### src/rtl/histo_frame_sequencer.sv
// Frame sequencer for the pixel histogram RAM: arms, accumulates one frame, drains in-flight
// increments, then streams every bin over valid/ready while checking the bin sum against the pixel count.
module histo_frame_sequencer #(
    parameter int unsigned NUM_BINS  = 1024,
    parameter int unsigned BIN_W     = 10,
    parameter int unsigned CNT_W     = 24,
    parameter int unsigned RD_LAT    = 2,
    parameter int unsigned DRAIN_CYC = 4
) (
    input  logic              clk,
    input  logic              rst,
    input  logic              start,
    input  logic              continuous,
    input  logic              abort,
    input  logic              frame_start,
    input  logic              frame_end,
    input  logic              pixel_valid,
    output logic              histo_rw,
    output logic [BIN_W-1:0]  histo_bin,
    input  logic [CNT_W-1:0]  histo_data,
    output logic              out_valid,
    input  logic              out_ready,
    output logic [CNT_W-1:0]  out_data,
    output logic [BIN_W-1:0]  out_bin,
    output logic              out_last,
    output logic              busy,
    output logic              done,
    output logic [15:0]       frame_cnt,
    output logic              sum_err
);

    localparam int unsigned SUM_W  = 32;
    localparam int unsigned TMR_W  = 4;
    localparam int unsigned FCNT_W = 16;

    typedef enum logic [2:0] {
        IDLE    = 3'd0,
        ARM     = 3'd1,
        ACCUM   = 3'd2,
        DRAIN   = 3'd3,
        RADDR   = 3'd4,
        RWAIT   = 3'd5,
        PRESENT = 3'd6,
        DONE    = 3'd7
    } state_t;

    state_t              state, state_nxt;
    logic [TMR_W-1:0]    tmr, tmr_nxt;
    logic [SUM_W-1:0]    pix_cnt, pix_cnt_nxt;
    logic [SUM_W-1:0]    bin_sum, bin_sum_nxt;
    logic                histo_rw_nxt;
    logic [BIN_W-1:0]    histo_bin_nxt;
    logic                out_valid_nxt;
    logic [CNT_W-1:0]    out_data_nxt;
    logic [BIN_W-1:0]    out_bin_nxt;
    logic                out_last_nxt;
    logic                busy_nxt;
    logic                done_nxt;
    logic [FCNT_W-1:0]   frame_cnt_nxt;
    logic                sum_err_nxt;

    // Saturating arithmetic shared by the FSM
    logic                last_bin;
    logic [SUM_W-1:0]    pix_cnt_inc;
    logic [SUM_W:0]      sum_ext;
    logic [SUM_W-1:0]    bin_sum_add;

    assign last_bin    = (histo_bin == BIN_W'(NUM_BINS - 1));
    assign pix_cnt_inc = (pixel_valid && (pix_cnt != '1)) ? pix_cnt + SUM_W'(1) : pix_cnt;
    assign sum_ext     = {1'b0, bin_sum} + (SUM_W + 1)'(histo_data);
    assign bin_sum_add = sum_ext[SUM_W] ? '1 : sum_ext[SUM_W-1:0];

    // Next-state and next-output logic; histo_bin doubles as the readout bin index
    always_comb begin
        state_nxt     = state;
        tmr_nxt       = tmr;
        pix_cnt_nxt   = pix_cnt;
        bin_sum_nxt   = bin_sum;
        histo_rw_nxt  = histo_rw;
        histo_bin_nxt = histo_bin;
        out_valid_nxt = out_valid;
        out_data_nxt  = out_data;
        out_bin_nxt   = out_bin;
        out_last_nxt  = out_last;
        done_nxt      = 1'b0;
        frame_cnt_nxt = frame_cnt;
        sum_err_nxt   = sum_err;

        if (abort) begin
            state_nxt     = IDLE;
            histo_rw_nxt  = 1'b0;
            out_valid_nxt = 1'b0;
        end else begin
            case (state)
                IDLE: begin
                    if (start) begin
                        state_nxt   = ARM;
                        sum_err_nxt = 1'b0;
                        pix_cnt_nxt = '0;
                        bin_sum_nxt = '0;
                    end
                end
                ARM: begin
                    if (frame_start) begin
                        state_nxt    = ACCUM;
                        histo_rw_nxt = 1'b1;
                        pix_cnt_nxt  = pix_cnt_inc;
                    end
                end
                ACCUM: begin
                    pix_cnt_nxt = pix_cnt_inc;
                    if (frame_end) begin
                        state_nxt = DRAIN;
                        tmr_nxt   = TMR_W'(DRAIN_CYC - 1);
                    end
                end
                DRAIN: begin
                    if (tmr == '0) begin
                        state_nxt     = RADDR;
                        histo_rw_nxt  = 1'b0;
                        histo_bin_nxt = '0;
                    end else begin
                        tmr_nxt = tmr - TMR_W'(1);
                    end
                end
                RADDR: begin
                    state_nxt = RWAIT;
                    tmr_nxt   = TMR_W'(RD_LAT - 1);
                end
                RWAIT: begin
                    if (tmr == '0) begin
                        state_nxt     = PRESENT;
                        out_valid_nxt = 1'b1;
                        out_data_nxt  = histo_data;
                        out_bin_nxt   = histo_bin;
                        out_last_nxt  = last_bin;
                        bin_sum_nxt   = bin_sum_add;
                    end else begin
                        tmr_nxt = tmr - TMR_W'(1);
                    end
                end
                PRESENT: begin
                    if (out_ready) begin
                        out_valid_nxt = 1'b0;
                        if (last_bin) begin
                            state_nxt     = DONE;
                            done_nxt      = 1'b1;
                            frame_cnt_nxt = frame_cnt + FCNT_W'(1);
                            sum_err_nxt   = sum_err | (bin_sum != pix_cnt);
                        end else begin
                            state_nxt     = RADDR;
                            histo_bin_nxt = histo_bin + BIN_W'(1);
                        end
                    end
                end
                DONE: begin
                    if (continuous) begin
                        state_nxt   = ARM;
                        pix_cnt_nxt = '0;
                        bin_sum_nxt = '0;
                    end else begin
                        state_nxt = IDLE;
                    end
                end
                default: begin
                    state_nxt = IDLE;
                end
            endcase
        end

        busy_nxt = (state_nxt != IDLE);
    end

    // State and output registers
    always_ff @(posedge clk) begin
        if (!rst) begin
            state     <= IDLE;
            tmr       <= '0;
            pix_cnt   <= '0;
            bin_sum   <= '0;
            histo_rw  <= 1'b0;
            histo_bin <= '0;
            out_valid <= 1'b0;
            out_data  <= '0;
            out_bin   <= '0;
            out_last  <= 1'b0;
            busy      <= 1'b0;
            done      <= 1'b0;
            frame_cnt <= '0;
            sum_err   <= 1'b0;
        end else begin
            state     <= state_nxt;
            tmr       <= tmr_nxt;
            pix_cnt   <= pix_cnt_nxt;
            bin_sum   <= bin_sum_nxt;
            histo_rw  <= histo_rw_nxt;
            histo_bin <= histo_bin_nxt;
            out_valid <= out_valid_nxt;
            out_data  <= out_data_nxt;
            out_bin   <= out_bin_nxt;
            out_last  <= out_last_nxt;
            busy      <= busy_nxt;
            done      <= done_nxt;
            frame_cnt <= frame_cnt_nxt;
            sum_err   <= sum_err_nxt;
        end
    end

endmodule

### config.mk
export PLATFORM = sky130hd
export DESIGN_NAME = histo_frame_sequencer
export DESIGN_NICKNAME = d
export VERILOG_FILES = /design/src/rtl/histo_frame_sequencer.sv
export SDC_FILE = /design/constraint.sdc
export NUM_CORES = 1
export LEC_CHECK = 0
export ABC_AREA = 0
export CAP_MARGIN = 15
export CORE_MARGIN = 5
export CORE_UTILIZATION = 45
export DETAILED_ROUTE_END_ITERATION = 10
export PLACE_DENSITY = 0.67
export SLEW_MARGIN = 25
export SYNTH_ARGS = -nofsm -noshare
export SYNTH_HDL_FRONTEND = slang
export SYNTH_SLANG_ARGS = --single-unit
### constraint.sdc
create_clock -name clk -period 4.3 [get_ports clk]
set_clock_uncertainty 0.2 [all_clocks]
set_input_delay 1.075 -clock clk [delete_from_list [all_inputs] [get_ports clk]]
set_output_delay 1.075 -clock clk [all_outputs]
set_load 0.02 [all_outputs]
==> results of run 1 <==
per-layer routing:
metal  up-vias  track usage, %
li1       3580               -
met4         0           5.966
met2       196           33.60
met1      3290           27.77
met5         -               0
met3        28           5.729
final timing paths:
check	slack (ns)	cells after the start	startpoint	endpoint
max	0.17	11	histo_data[0]	bin_sum[19]$_SDFFE_PN0P_
min	0.25	2	out_data[17]$_SDFFE_PN0P_	out_data[17]$_SDFFE_PN0P_
max reg2reg	0.96	10	bin_sum[0]$_SDFFE_PN0P_	bin_sum[19]$_SDFFE_PN0P_
min reg2reg	0.25	2	out_data[17]$_SDFFE_PN0P_	out_data[17]$_SDFFE_PN0P_
synthesized netlist by cell type, drive strengths merged (4+ instances only):
cell    number  area, µm²
nand2      157      591.8
dfxtp      137       2743
a21oi       89      449.2
nor2        81      304.0
xnor2       73      639.4
o21ai       51      255.3
clkbuf      30      115.1
nand3       29      150.1
ha          28      350.3
nand4       28      175.2
nor3        25      135.1
xor2        23      201.4
inv         20      75.07
nor4        16      100.1
buf         15      93.84
a21o        14      106.4
or3         14      88.84
and3        13      81.33
a31oi        8      50.05
and2         8      50.05
a211oi       7      52.55
and4         6      52.55
nand2b       6      37.54
o311ai       6      52.55
nand3b       5      37.54
o211ai       5      37.54
o31ai        5      47.54
or4          4      33.78
sequential cells by signal, summed over array words and instances (netlist names):
register / flops
done: 1
out_valid: 1
busy: 1
out_last: 1
out_bin: 10
histo_bin: 10
frame_cnt: 16
tmr: 4
pix_cnt: 32
sum_err: 1
bin_sum: 32
out_data: 24
state: 3
histo_rw: 1
final cells by class:
cell class	instances	area share, %
inverters	20	0.7958
clock inverters	15	1.737
flip-flops and latches	137	29.07
well taps	220	2.918
clock buffers	17	4.509
repair buffers	124	12.60
multi-input cells	751	48.37
power groups by stage:
stage	Clock, mW	Sequential (mW)	Combinational (mW)
after floorplan	0	1.30	0.0972
after global placement	0	1.30	0.169
after detailed placement	0	1.30	0.168
after CTS	1.50	1.28	0.170
after global routing	1.56	1.28	0.185
final	1.47	1.28	0.170
kinds of logic (layout without fill, tap and decap cells):
| family | count (synthesis) | after routing | share of synthesized area [%] |
|---|---|---|---|
| AND/OR/NAND/NOR | 402 | 402 | 25.29 |
| adder cells (fa/ha/maj) | 29 | 29 | 4.880 |
| AO/OA/AOI/OAI | 221 | 221 | 18.35 |
| multiplexers | 3 | 3 | 0.4121 |
| buffers and inverters | 66 | 176 | 3.858 |
| flip-flops | 137 | 137 | 36.14 |
| XOR/XNOR | 96 | 96 | 11.08 |
through the flow:
stage               power (mW)  cells  hold WS [ns]  utilization (%)
global placement         1.473   1252        0.2421            53.33
CTS                      2.941   1284        0.2556            56.89
global route             3.022   1284        0.2680            56.89
floorplan                1.399    954        0.2472                -
detailed placement       1.472   1252        0.2469            53.33
finish                   2.915   1284        0.2522            56.89
worst max-delay path: cells and delay by family:
kind | cells | cell delay, ns
buffers and inverters | 2 | 0.65
AOI/OAI and AO/OA | 7 | 1.82
adders and majority gates | 2 | 0.67
==> summary.md, run 1 <==
| Metric | Value |
|---|---|
| Status | finished, final reports clean |
| Area of the multi-input gates | 0.004563 mm² |
| Mapped Nets | 1016 |
| Ports | 99 |
| DRT met1 WL | 9313 µm |
| Starting Density | 45.77% |
| PortBufs | 98 |
| Vias in the first global route | 6837 |
| # resized after CTS | 0 |
| Netlist Area Pre-Place | 0.007590 mm² |
| Final Cell Area | around 0.0094 mm² |
| Syn Area/Cell | 7.956 µm² |
| GPL Wtd Cong | ~0.90 |
| Slew headroom | between 40% and 50% |
| 1st-pass router iterations | 5 |
| Pre-CTS setup slack | -0.2594 ns |
| Setup TNS | 0 ns |
| Total wire length | 20290 µm |
| Met2 WL post-DR | 9417 µm |
| DR WL met3 | 1194 µm |
| DP Area | 0.008845 mm² |
| Critical Path, Cell by Cell | clkdlybuf4s50_1, ha_1, fa_1, a211o_1, a2111oi_4, o31ai_2, o2111a_2, o2111a_2, buf_4, a21oi_1, o21ai_0 |
| CTS buffer count | 17 |
| Synth Warn # | 0 |
| Clk buf depth | 2 |
| Clock-pin slew on the worst setup and hold paths | 0.06 ns |
| EDFF count, synth | 0 |
| Crit start category | primary input |
| Sequential Power Share | a little over two fifths |
| Crit Path Category | in2reg |
| Mapped Cells | about 950 |
| RSZ-0062 raised after global routing | false |
| Die area | 0.01956 mm² |
| Fin nets | 1113 |
| Area Growth Syn to Fin | 24.30% |
| Die Span X | 139.9 µm |
| Period utilization | between 90% and 100% |
| Flops & latches, synth | 137 |
| Fillers | 1597 |
| Row count | 47 |
| Number of antenna violations at the first check in global routing | 0 |
| Vias post-DR | 7094 |
| FMAX | between 200 and 250 MHz |
| Clk_lat worst skew | 0.42 ns |
| Int Pwr | 2.208 mW |
| Placeable Area | 0.01658 mm² |
| Highest Signal Layer | met4 |
| HPWL after DPL | 14640 µm |
| Die Ht | 139.9 µm |
| Grt total ovfl | 0 |
| Sw frac | 24.26% |
| Ant diodes | 0 |
| CP required | 4.40 ns |
| Most common cell on crit path | o2111a_2 |
| Antenna-violating nets left | 0 |
| Synth cell types | 74 |
| Clock share of power | 50.4% |
| Worst Setup Slack, final | 0.1732 ns |
| Max stage delay cell, worst path | clkdlybuf4s50_1 |
| Final Slew Violations | 0 |
| Slew @ Worst Pin | 0.7538 ns |
| Switch Pwr | 0.7072 mW |
| Final setup viols | 0 |
| Largest net degree at the start of global routing | 64 |
| Post-CTS Hold Buffers | 0 |
| Post-synthesis sequential area ratio | 36.14% |
| Violation count after the first detailed-route iteration | 365 |
| Vias per cell | 5.525 |
| Post-CTS Setup Bufs | 0 |
| Gr usage total | 20.95% |
| H-tree depth | 4 |
| Minimum clock period | 4.127 ns |
| Drt wl/cell | 15.80 µm |
| Fin. Hold Viols | 0 |
| First-pass GRT wire length | between 30000 and 40000 µm |
| Layout cells sized above 1 | 7.425% |
| Number of max-cap violations | 0 |
| Combinational power share | 5.8% |
| Leak Pwr | 3.415 nW |
| Storage element area | 0.002743 mm² |
| Residual DRC | 0 |
| CTS Sinks | approximately 140 |
| Most frequent cells in the layout | nand2_1, dfxtp_1, clkdlybuf4s50_1 |
| Root Buffer | clkbuf_16 |
| Crit-path max FO | 15 |
| Commonest non-fill, non-tap cell in the layout | nand2_1 |
| Worst Hold Class | reg2reg |
| Peak VDD IR | 266.2 µV |
| Critical path capture point type | flop |
| Synth Flop Type | dfxtp_1 |
| Critical Path AT | 4.22 ns |
| CTS tree | yes |
| Fraction of registers with async set/reset | 0% |
| Crit path largest cell delay | about 0.45 ns |
| Power Dens Cells | 309.0 mW/mm² |
No activity file was read; power rests on OpenSTA's default activity.
==> inputs of run 2 (changes only) <==
CORE_MARGIN = 1   (was 5)
CTS_CLUSTER_SIZE = 8   (was default)
==> run 2 against run 1 <==
- sequential power hardly changed
- cell area is 0.12% higher
- critical path depth stayed put
- register-to-register slack worse by 0.03 ns
- first-iteration DRC count is 17% higher
- count of clock-buffer cells in the layout is 3 higher
- power is 0.14% lower
==> summary.md, run 2 (synthesis gave the netlist of run 1 again) <==
| Metric | Value |
|---|---|
| Number of antenna violations at the first check in global routing | 1 (+1) |
| First-pass GRT wire length | 33790 µm (-0.93%) |
| Post-CTS Setup Bufs | 0 (unchanged) |
| Area of the multi-input gates | 0.004572 mm² (+0.19%) |
| CTS tree | yes |
| Crit start category | primary input |
| # resized after CTS | 0 (unchanged) |
| Starting Density | 45.93% (+0.16 points) |
| Fin. Hold Viols | 0 (unchanged) |
| Final setup viols | 0 (unchanged) |
| 1st-pass router iterations | 5 (unchanged) |
| Placeable Area | 0.01652 mm² (-0.35%) |
| Period utilization | 96.55% (+0.58 points) |
| Root Buffer | clkbuf_16 |
| Leak Pwr | 3.416 nW (about the same) |
| Total wire length | 20550 µm (+1.3%) |
| Post-Layout Cell Count | 1285 (+0.078%) |
| Crit-path max FO | 16 (+1) |
| Slew headroom | 39.35% (-10 points) |
| Storage element area | 0.002743 mm² (unchanged) |
| Final core occ | 57.16% (+0.27 points) |
| Vias post-DR | 7245 (+2.1%) |
| HPWL after DPL | 14420 µm (-1.5%) |
| Power Dens Cells | 308.2 mW/mm² (-0.26%) |
| GPL Wtd Cong | 0.9183 (+2.3%) |
| Clk_lat worst skew | 0.42 ns (about the same) |
| Die Span X | 131.9 µm (-5.7%) |
| Grt total ovfl | 0 (unchanged) |
| Commonest non-fill, non-tap cell in the layout | nand2_1 |
| Die Ht | 131.9 µm (-5.7%) |
| Violation count after the first detailed-route iteration | 427 (+17%) |
| Slew @ Worst Pin | 0.9096 ns (+0.1558 ns) |
| Clk buf depth | 2 (unchanged) |
| Worst Setup Slack, final | 0.1482 ns (-0.02501 ns) |
| Row count | 47 (unchanged) |
| Worst Hold Class | reg2reg |
| Critical Path AT | 4.26 ns (+0.04 ns) |
| Ports | 99 (unchanged) |
| PortBufs | 98 (unchanged) |
| Status | finished, final reports clean |
| Die area | 0.01739 mm² (-11%) |
| Fin nets | 1115 (+0.18%) |
| Ant diodes | 0 (unchanged) |
| Fin Hold WS | 0.2506 ns (-0.001650 ns) |
| Area Growth Syn to Fin | 24.45% |
| Vias in the first global route | 6734 (-1.5%) |
| Peak VDD IR | 289.4 µV (+8.7%) |
| CTS buffer count | 17 (unchanged) |
| Critical path capture point type | flop |
| CTS Sinks | 137 (unchanged) |
| H-tree depth | 4 (unchanged) |
| Pre-CTS setup slack | -0.2946 ns (-0.03520 ns) |
| Number of max-cap violations | 0 (unchanged) |
| Regs by FF count | bin_sum x32, pix_cnt x32, out_data x24 |
| Setup TNS | 0 ns (unchanged) |
| Residual DRC | 0 (unchanged) |
| Most frequent cells in the layout | nand2_1, dfxtp_1, clkdlybuf4s50_1 |
| Final Slew Violations | 0 (unchanged) |
| CP required | 4.41 ns (about the same) |
| Layout cells sized above 1 | 7.700% (+0.27 points) |
| Vias per cell | 5.638 (+2.0%) |
| Drt wl/cell | 15.99 µm (+1.2%) |
| Post-CTS Hold Buffers | 0 (unchanged) |
| Gr usage total | 23.98% (+3.0 points) |
| Antenna-violating nets left | 0 (unchanged) |
| Largest net degree at the start of global routing | 64 (unchanged) |
| Minimum clock period | 4.152 ns (+0.02501 ns) |
| FMAX | 240.9 MHz (-0.60%) |
| Clock-pin slew on the worst setup and hold paths | 0.06 ns (about the same) |
| Fillers | 1498 (-6.2%) |
| Inst Count DP | 1254 (+0.16%) |
| RSZ-0062 raised after global routing | false |
| Crit Path Category | in2reg |
## run 2: cell types whose count changed in the layout (fill, tap and decap cells not counted)
cell / delta
inv_6: -6
buf_4: +3
clkbuf_8: +3
clkinvlp_4: +2
buf_12: -1
clkinv_2: +1
clkinv_4: -1
o21ai_1: -1
o21ai_2: +1
o31ai_1: -1
o31ai_2: +1
## run 2: stage by stage
stage / instance area, µm² / power (mW)
finish: 9445 / 2.911
floorplan: 7590 / 1.399
global route: 9445 / 3.004
detailed placement: 8851 / 1.470
global placement: 8851 / 1.472
CTS: 9440 / 2.933
## run 2: final timing paths
check / startpoint / endpoint / slack (ns) / depth (start not counted)
setup / recovery: histo_data[0] / bin_sum[17]$_SDFFE_PN0P_ / 0.15 / 11
hold / removal: out_data[20]$_SDFFE_PN0P_ / out_data[20]$_SDFFE_PN0P_ / 0.25 / 2
setup reg to reg: bin_sum[0]$_SDFFE_PN0P_ / bin_sum[17]$_SDFFE_PN0P_ / 0.93 / 10
hold reg to reg: out_data[20]$_SDFFE_PN0P_ / out_data[20]$_SDFFE_PN0P_ / 0.25 / 2
## run 2: power by group
group	leakage, nW	switching (mW)	internal, mW	total (mW)
logic	2.03	0.0985	0.0703	0.169
registers	1.10	0.00473	1.27	1.28
clock network	0.280	0.572	0.894	1.47
total	3.42	0.675	2.24	2.91
## run 2: worst max-delay path, stage by stage
cell and delay, ns:
clkdlybuf4s50_1 0.45, ha_1 0.24, fa_1 0.42, a211o_1 0.36, a2111oi_4 0.44, o31ai_2 0.13
o2111a_2 0.29, o2111a_2 0.39, buf_4 0.20, o21ai_0 0.20, nand2_1 0.07
## run 2: layer usage
layer  track usage, %  part of all wire (%)  routed length [µm]  vias to the layer above
met4            8.592                   1.9                 398                        0
met2            38.07                    45                9333                      226
li1                 -                     -                   -                     3598
met5                0                     0                   0                        -
met3            5.459                   6.3                1304                       32
met1            31.81                    46                9515                     3389
## run 2: layout make-up
type | count | share of cell area [%]
multi-input cells | 751 | 48.40
flip-flops and latches | 137 | 29.04
repair buffers | 126 | 12.61
clock buffers | 20 | 4.941
well taps | 220 | 2.914
clock inverters | 11 | 1.298
inverters | 20 | 0.7948
